--- src/rtl/fb_cmd_pkg.sv ---
// Shared types for the frame-buffer command sequencer: opcodes, FSM states,
// the queued 3-byte command record and small field-extraction helpers.
package fb_cmd_pkg;

  typedef enum logic [3:0] {
    OP_NOP         = 4'h0,
    OP_WRITE       = 4'h1,
    OP_FILL        = 4'h2,
    OP_SET_SCORE   = 4'h3,
    OP_SET_STATE   = 4'h4,
    OP_CLEAR_FLAGS = 4'hF
  } opcode_e;

  typedef enum logic [1:0] {
    ST_IDLE,
    ST_WRITE,
    ST_FILL
  } state_e;

  typedef struct packed {
    logic [7:0] command;
    logic [7:0] databyte1;
    logic [7:0] databyte2;
  } cmd_t;

  localparam int ADDR_W = 10;

  function automatic logic [3:0] cmd_opcode(input cmd_t c);
    return c.command[7:4];
  endfunction

  // Ten-bit operand {ah, databyte1}, shared by WRITE addresses and SET_SCORE.
  function automatic logic [ADDR_W-1:0] cmd_addr(input cmd_t c);
    return {c.command[1:0], c.databyte1};
  endfunction

endpackage

--- src/rtl/fb_cmd_ctrl_cmd_fifo.sv ---
// Small synchronous command FIFO; a push while full is accepted when a pop
// happens on the same edge, otherwise it is ignored (the caller flags it).
module cmd_fifo
  import fb_cmd_pkg::*;
#(
  parameter int CMD_DEPTH = 4
) (
  input  logic clk,
  input  logic rst_n,
  input  logic push_i,
  input  logic pop_i,
  input  cmd_t wdata_i,
  output cmd_t rdata_o,
  output logic full_o,
  output logic empty_o
);

  localparam int AW = $clog2(CMD_DEPTH);
  localparam logic [AW:0] FULL_CNT = (AW+1)'(CMD_DEPTH);

  cmd_t          mem_q [CMD_DEPTH];
  logic [AW-1:0] wr_ptr_q, rd_ptr_q;
  logic [AW:0]   count_q, count_d;
  logic          do_push, do_pop;

  assign full_o  = (count_q == FULL_CNT);
  assign empty_o = (count_q == '0);
  assign do_pop  = pop_i & ~empty_o;
  assign do_push = push_i & (~full_o | do_pop);
  assign rdata_o = mem_q[rd_ptr_q];

  always_comb begin
    // NOTE: default assignment first so every path drives count_d and no latch is inferred.
    count_d = count_q;
    if (do_push && !do_pop) begin
      count_d = count_q + (AW+1)'(1);
    end else if (do_pop && !do_push) begin
      count_d = count_q - (AW+1)'(1);
    end
  end

  always_ff @(posedge clk or negedge rst_n) begin
    if (!rst_n) begin
      wr_ptr_q <= '0;
      rd_ptr_q <= '0;
      count_q  <= '0;
    end else begin
      if (do_push) wr_ptr_q <= wr_ptr_q + AW'(1);
      if (do_pop)  rd_ptr_q <= rd_ptr_q + AW'(1);
      count_q <= count_d;
    end
  end

  // NOTE: storage is deliberately not reset; the reset pointers/count make stale entries unreachable.
  always_ff @(posedge clk) begin
    if (do_push) mem_q[wr_ptr_q] <= wdata_i;
  end

endmodule

--- src/rtl/fb_cmd_ctrl.sv ---
// Command sequencer: catches the end of each SPI transaction, queues the
// command and executes it against the frame RAM write port and VGA registers.
module fb_cmd_ctrl
  import fb_cmd_pkg::*;
#(
  parameter int DEPTH       = 1024,
  parameter int CMD_DEPTH   = 4,
  parameter bit GATE_VBLANK = 1'b0
) (
  input  logic       clk,
  input  logic       resetB,
  input  logic       cs,
  input  logic [7:0] command,
  input  logic [7:0] databyte1,
  input  logic [7:0] databyte2,
  input  logic       vblank,
  output logic       we,
  output logic [9:0] waddr,
  output logic [7:0] wdata,
  output logic [9:0] score,
  output logic [2:0] game_state,
  output logic       busy,
  output logic       overflow,
  output logic       bad_cmd
);

  localparam logic [ADDR_W-1:0] LAST_ADDR = ADDR_W'(DEPTH - 1);

  logic cs_meta_q, cs_sync_q, cs_hist_q, cs_rise;

  // Synchronizer resets to the idle-high level so reset release never fakes a rising edge.
  always_ff @(posedge clk or negedge resetB) begin
    if (!resetB) begin
      cs_meta_q <= 1'b1;
      cs_sync_q <= 1'b1;
      cs_hist_q <= 1'b1;
    end else begin
      // NOTE: non-blocking assignments so each flop samples the previous stage's old value.
      cs_meta_q <= cs;
      cs_sync_q <= cs_meta_q;
      cs_hist_q <= cs_sync_q;
    end
  end

  assign cs_rise = cs_sync_q & ~cs_hist_q;

  cmd_t push_cmd, head_cmd, cur_q;
  logic fifo_pop, fifo_full, fifo_empty, fifo_drop;

  assign push_cmd  = '{command: command, databyte1: databyte1, databyte2: databyte2};
  assign fifo_drop = cs_rise & fifo_full & ~fifo_pop;

  cmd_fifo #(
    .CMD_DEPTH (CMD_DEPTH)
  ) u_cmd_fifo (
    .clk     (clk),
    .rst_n   (resetB),
    .push_i  (cs_rise),
    .pop_i   (fifo_pop),
    .wdata_i (push_cmd),
    .rdata_o (head_cmd),
    .full_o  (fifo_full),
    .empty_o (fifo_empty)
  );

  state_e            state_q;
  logic [ADDR_W-1:0] fill_addr_q;
  logic              write_ok;
  logic              we_q, busy_q, overflow_q, bad_cmd_q;
  logic [ADDR_W-1:0] waddr_q, score_q;
  logic [7:0]        wdata_q;
  logic [2:0]        game_state_q;

  assign write_ok = ~GATE_VBLANK | vblank;
  assign fifo_pop = (state_q == ST_IDLE) & ~fifo_empty;

  always_ff @(posedge clk or negedge resetB) begin
    if (!resetB) begin
      state_q      <= ST_IDLE;
      cur_q        <= '0;
      fill_addr_q  <= '0;
      we_q         <= 1'b0;
      waddr_q      <= '0;
      wdata_q      <= '0;
      score_q      <= '0;
      game_state_q <= '0;
      busy_q       <= 1'b0;
      overflow_q   <= 1'b0;
      bad_cmd_q    <= 1'b0;
    end else begin
      we_q   <= 1'b0;
      busy_q <= ~fifo_empty | (state_q != ST_IDLE);
      if (fifo_drop) overflow_q <= 1'b1;

      case (state_q)
        ST_IDLE: begin
          if (fifo_pop) begin
            cur_q <= head_cmd;
            case (cmd_opcode(head_cmd))
              OP_NOP: ;
              OP_WRITE: state_q <= ST_WRITE;
              OP_FILL: begin
                state_q     <= ST_FILL;
                fill_addr_q <= '0;
              end
              OP_SET_SCORE: score_q      <= cmd_addr(head_cmd);
              OP_SET_STATE: game_state_q <= head_cmd.databyte2[2:0];
              OP_CLEAR_FLAGS: begin
                overflow_q <= 1'b0;
                bad_cmd_q  <= 1'b0;
              end
              default: bad_cmd_q <= 1'b1;
            endcase
          end
        end

        ST_WRITE: begin
          if (write_ok) begin
            we_q    <= 1'b1;
            waddr_q <= cmd_addr(cur_q);
            wdata_q <= cur_q.databyte2;
            state_q <= ST_IDLE;
          end
        end

        ST_FILL: begin
          // A blocked cycle simply holds fill_addr, so the sweep resumes where it stopped.
          if (write_ok) begin
            we_q        <= 1'b1;
            waddr_q     <= fill_addr_q;
            wdata_q     <= cur_q.databyte2;
            fill_addr_q <= fill_addr_q + ADDR_W'(1);
            if (fill_addr_q == LAST_ADDR) state_q <= ST_IDLE;
          end
        end

        default: state_q <= ST_IDLE;
      endcase
    end
  end

  assign we         = we_q;
  assign waddr      = waddr_q;
  assign wdata      = wdata_q;
  assign score      = score_q;
  assign game_state = game_state_q;
  assign busy       = busy_q;
  assign overflow   = overflow_q;
  assign bad_cmd    = bad_cmd_q;

endmodule

--- config.mk ---
export PLATFORM = sky130hd
export DESIGN_NAME = fb_cmd_ctrl
export DESIGN_NICKNAME = d
export VERILOG_FILES = /design/src/rtl/fb_cmd_pkg.sv /design/src/rtl/fb_cmd_ctrl_cmd_fifo.sv /design/src/rtl/fb_cmd_ctrl.sv
export SDC_FILE = /design/constraint.sdc
export NUM_CORES = 1
export LEC_CHECK = 0
export CORE_MARGIN = 8
export CORE_UTILIZATION = 26
export DETAILED_ROUTE_END_ITERATION = 6
export GPL_TIMING_DRIVEN = 0
export PLACE_DENSITY = 0.41
export SLEW_MARGIN = 20
export SYNTH_ARGS = -nofsm -noshare
export SYNTH_HDL_FRONTEND = slang
export SYNTH_HIERARCHICAL = 1
export SYNTH_SLANG_ARGS = --single-unit
--- constraint.sdc ---
create_clock -name clk -period 2.73 [get_ports clk]
set_clock_uncertainty 0.05 [all_clocks]
set_input_delay 0.546 -clock clk [delete_from_list [all_inputs] [get_ports clk]]
set_output_delay 0.546 -clock clk [all_outputs]
set_load 0.02 [all_outputs]
==> impl_metrics.ini <==
[run_status]
status = completed

[pwr]
pwr-share-clk_pct = 24.3
combPwrFrac_pct = 37.4
power.switching_w = 0.00308
p_leak_nw = 2.99
pwr-share-seq_pct = 38.3
total_power_w = 0.00929
p_sw_share_pct = 33.2
intPower_w = 0.00621
power_density_nw_per_um2 = 1120
ir_drop_uv = 427

[global_route]
top_usage_layer = met2
grt_usage_pct = 9.64
use_met2_pct = 16.8
grtUsageMet3_pct = 3.05
antenna_found_initial = 2
overflow = 0
grt_pass1_vias = 3866
grt_max_degree = 47
grt_pass1_wl_um = 22400
use_met1_pct = 10.7

[job]
cap_viol_max_count = 0

[sta]
finalSetupViolCount = 0
hold-worst-slack_ns = 0.0207
rsz0062_at_grt = false
maxSlewHeadroom_pct = 44.8
worst_slack_ns = 0.175
hold_violations = 0
period_share_pct = 93.6
tightestPinTransition_ns = 0.827
min_period_ns = 2.55
max_clock_freq_mhz = 391
report.final.slew_viol_count = 0

[die]
rows = 58
die_area_sq_um = 31000
die_h_um = 176
initial_core_util_pct = 26.4
fp.coreArea_sq_um = 25200
floorplan.die.width_um = 176
ios = 63

[clocking]
root_buffer = clkbuf_16
clk_path_buf_depth = 2
clkTransAtPathRegs_ns = 0.07
cts_sinks = 163
cts_tree = built
htree_levels = 4
clk_latency_ns = 0.42
numCtsBuffers = 17
holdBufCountCts = 0

[worst_hold_path]
hold_path.class = input port to asynchronous set/reset pin

[finish]
nFillCells = 2439
fin_nets = 503
area_delta_synth_final_pct = 24.5
fin_cells = 809
drive_gt1_share_pct = 25.7
diodes = 0

[drt]
wl_per_cell_um = 17.6
antenna_left = 0
drcViolationCount = 0
via_count = 3522
drt_iter0_markers = 127
first_pass_iters = 4
wl_um = 14200
viasPerCell = 4.35

[worst_setup_path]
crit_required_ns = 2.98
reg2reg_depth = 6
critPathMaxFanout = 8
reg2reg_setup_slack_ns = 0.18
cp-endpoint = fill_addr_q[8]
r2r_end = fill_addr_q[8]
cp-startpoint = u_cmd_fifo/rd_ptr_q[0]
endpoint_kind = flip-flop
cp-start-kind = flip-flop
criticalPathCategory = flip-flop to flip-flop
reg2reg_from = u_cmd_fifo/rd_ptr_q[0]
crit_arrival_ns = 2.81

[placement]
pre_cts_slack_ns = -0.373
dp.cells = 775
portBuffers = 59
routabilityCongestion = 0.805
dp_hpwl_um = 9680

[synth]
syn-cell-area_sq_um = 6660
synth_nets = 422
ys_warn_count = 6
synthCells = 385
synth.avg_cell_area_sq_um = 17.3
## worst min-delay path by stage
stage	startpoint	endpoint	slack, ns
after global placement	cs_meta_q	cs_sync_q	0.30
after floorplan	resetB	bad_cmd	0.20
after global routing	resetB	waddr[4]	0.03
after detailed placement	cs_meta_q	cs_sync_q	0.30
final	resetB	waddr[4]	0.02
after CTS	resetB	waddr[4]	0.01
## through the flow
| step | util (%) | area (sq um) | setup TNS [ns] |
|---|---|---|---|
| 5_1_grt | 32.9 | 8290 | 0 |
| 4_1_cts | 32.9 | 8290 | 0 |
| 6_report | 32.9 | 8290 | 0 |
| 3_3_place_gp | 30.4 | 7660 | -188.77 |
| 3_5_place_dp | 30.5 | 7690 | -22.37 |
| 2_1_floorplan | - | 6660 | 0 |
## layer usage
| metal | part of all wire (%) | vias up |
|---|---|---|
| met1 | 41 | 1801 |
| met4 | 1.5 | 4 |
| met5 | 0.16 | - |
| li1 | - | 1640 |
| met2 | 52 | 61 |
| met3 | 5.7 | 16 |
## sequential cells by signal, summed over array words and instances (netlist names), 2 cells and up
name / flops
waddr: 10
game_state: 3
u_cmd_fifo/mem_q: 88
state_q: 2
u_cmd_fifo/rd_ptr_q: 2
u_cmd_fifo/count_q: 3
fill_addr_q: 10
score: 10
cur_q: 18
wdata: 8
u_cmd_fifo/wr_ptr_q: 2
## power groups by stage
| stage | combinational (W) | sequential (W) | clock (W) |
|---|---|---|---|
| final | 0.00347 | 0.00356 | 0.00226 |
| after global routing | 0.00380 | 0.00364 | 0.00244 |
| after CTS | 0.00357 | 0.00357 | 0.00235 |
| after detailed placement | 0.00352 | 0.00362 | 0 |
| after global placement | 0.00348 | 0.00360 | 0 |
| after floorplan | 0.00199 | 0.00386 | 0 |
## final cells by class
| type | count | area [sq um] | share of cell area [%] |
|---|---|---|---|
| buffer | 17 | 126 | 1.52 |
| clock buffer | 17 | 425 | 5.13 |
| clock inverter | 15 | 145 | 1.75 |
| inverter | 8 | 30.0 | 0.362 |
| multi-input combinational | 196 | 1990 | 24.0 |
| sequential | 163 | 4520 | 54.5 |
| tap | 330 | 413 | 4.98 |
| timing repair buffer | 63 | 638 | 7.69 |
## cells in the final DEF (no fill, tap or decap), types with 8 or more instances in the layout
cell / n
mux2i_1: 10
nor2_1: 15
ha_1: 8
mux2_2: 31
inv_1: 8
mux4_2: 16
o21ai_0: 13
mux2_4: 10
dfrtp_1: 72
edfxtp_1: 88
clkbuf_16: 17
clkdlybuf4s50_1: 58
a21oi_1: 12
## critical path, cell delays in order (launching register included)
cell	delay (ns)
dfrtp_1	0.35
buf_6	0.18
mux4_1	0.71
or3_4	0.47
o21ai_4	0.25
a21boi_1	0.10
a311o_1	0.33
## timing repair
action	4_1_cts	5_1_grt
buffers inserted	3	0
setup endpoints to repair	90	2
resized for setup	1	1
(Power assumes the default switching activity.)
==> RTL edit: new RTL, config.mk and constraints unchanged <==
`CMD_DEPTH` is set to 4 in 2 places; all go to 8.
--- a/src/rtl/fb_cmd_ctrl_cmd_fifo.sv
+++ b/src/rtl/fb_cmd_ctrl_cmd_fifo.sv
@@ -5,3 +5,3 @@
 #(
-  parameter int CMD_DEPTH = 4
+  parameter int CMD_DEPTH = 8
 ) (
--- a/src/rtl/fb_cmd_ctrl.sv
+++ b/src/rtl/fb_cmd_ctrl.sv
@@ -6,3 +6,3 @@
   parameter int DEPTH       = 1024,
-  parameter int CMD_DEPTH   = 4,
+  parameter int CMD_DEPTH   = 8,
   parameter bit GATE_VBLANK = 1'b0
Check against the original RTL: no difference found for any inputs over 10 cycles, from zero or initial values and one cycle with resetB low; that may be too few to reach the edited logic, so the function may still have changed.
==> RTL edit against the unedited design <==
Area after synthesis up 53%; synthesized cell count up 43%; final area up 59%; sequential cell count up 91; die area up 48%; clock power up 91%; power up 63%; wire length up 70%; worst setup slack worse by 0.11 ns; final cell count up 50%; non-clock buffer count up 36; via count up 53%.
==> RTL edit: results (changes against the unedited design) <==
Port Buf Inserts - 59 (unchanged)
status - finished clean (unchanged)
cts bufs inserted - 29 (was 17)
placed insts - 1142 (was 775)
# setup viols final - 0 (unchanged)
Syn Nets - 587 (was 422)
Worst-path clk slew - 0.06 ns
Total Wirelength - 24120 µm (was 14200 µm)
first-pass GRT wire length - 36430 µm (was 22440 µm)
largest net degree at the start of global routing - 46 (was 47)
static leakage - 4.583 nW (was 2.987 nW)
Worst-Margin Slew - 1.077 ns (was 0.8274 ns)
syn avg cell area - 18.57 µm² (was 17.30 µm²)
crit path DAT - 3.03 ns (was 2.81 ns)
area of the die - 45870 µm² (was 30990 µm²)
Post-DP HPWL - 16310 µm (was 9681 µm)
Worst Path Max Fanout - 13 (was 8)
Worst VDD drop - 0.5221 mV (was 0.4271 mV)
biggest regs - u_cmd_fifo/mem_q: 176 flops, cur_q: 18 flops (was u_cmd_fifo/mem_q: 88 flops, cur_q: 18 flops)
vias in the first global route - 5755 (was 3866)
DR WL/cell - 19.90 µm (was 17.56 µm)
initial antenna violation count - 3 (was 2)
Layout Nets - 708 (was 503)
via density per instance - 4.433 (was 4.354)
Worst Hold Class - register to register (was input pin to asynchronous set/reset pin)
antenna diode count - 0 (unchanged)
root buf cell - clkbuf_16 (unchanged)
Crit-path slowest cell - or4_1 (was mux4_1)
gr usage total - 10.26% (was 9.637%)
max incr delay on CP - 0.48 ns (was 0.71 ns)
H-tree depth - 1 (was 4)
DR iter-0 viols - 200 (was 127)
share of layout cells above drive strength 1 - 33.14% (was 25.68%)
Yosys Warn Count - 6 (unchanged)
fill count - 3760 (was 2439)
clk buf depth - 3 (was 2)
clk_lat worst skew - 0.55 ns (was 0.42 ns)
placer congestion estimate - 0.7744 (was 0.8052)
DR pass1 iterations - 4 (unchanged)
[RTL edit: cell types whose count changed in the layout (fill, tap and decap cells not counted), sizes merged, moves of 10 or more]
cell	unedited run	this run
mux4	22	44
o211ai	0	10
edfxtp	88	176
buf	16	47
nand2	7	24
mux2	41	64
clkbuf	23	46
[RTL edit: path summary, 6_finish.rpt]
path | cells past startpoint | slack, ns | startpoint | to
setup / recovery | 13 | 0.07 | state_q[1] | u_cmd_fifo/count_q[3]
hold / removal | 0 | 0.31 | cs_meta_q | cs_sync_q
setup reg to reg | 13 | 0.07 | state_q[1] | u_cmd_fifo/count_q[3]
hold reg to reg | 0 | 0.31 | cs_meta_q | cs_sync_q
max in group asynchronous | 3 | 1.47 | resetB | cs_meta_q
min in group asynchronous | 2 | 0.48 | resetB | score[3]
[RTL edit: what timing repair did]
item	4_1_cts	5_1_grt
hold buffers	1	0
hold endpoints to repair	33	0
pin swaps	5	4
gates resized for setup	8	22
setup buffers	8	7
endpoints found under the setup margin	121	25
[RTL edit: layer usage]
layer	track usage, %	wire length [µm]
met1	13.09	10750
met2	17.64	11910
met3	2.341	1007
met4	2.102	415
met5	0	37
[RTL edit: cell type report]
cell class / instances / share of cell area, %
sequential: 254 / 55.00
multi-input combinational: 263 / 22.75
clock inverter: 18 / 2.165
buffer: 26 / 1.520
tap: 518 / 4.920
inverter: 7 / 0.2279
clock buffer: 36 / 6.012
timing repair buffer: 90 / 7.408
[RTL edit: stage by stage]
stage                     setup WS (ns)  instance area [µm²]
after floorplan                 -0.2141                10310
after detailed placement        -0.4747                11840
final                           0.06656                13170
after CTS                       -0.1769                13030
after global placement           -2.535                11550
after global routing          -0.002244                13170
[RTL edit: power breakdown]
part           switching, W  internal (W)  total (W)
logic               0.00274       0.00277    0.00551
clock network       0.00159       0.00272    0.00431
registers          0.000434       0.00488    0.00531
[RTL edit: critical path, delay by kind of cell (launching register included)]
kind | cells | cell delay [ns]
AO/OA/AOI/OAI | 3 | 0.37
buffers and inverters | 5 | 0.50
flip-flops | 1 | 0.40
AND/OR/NAND/NOR | 2 | 0.63
adder cells (fa/ha/maj) | 3 | 0.58
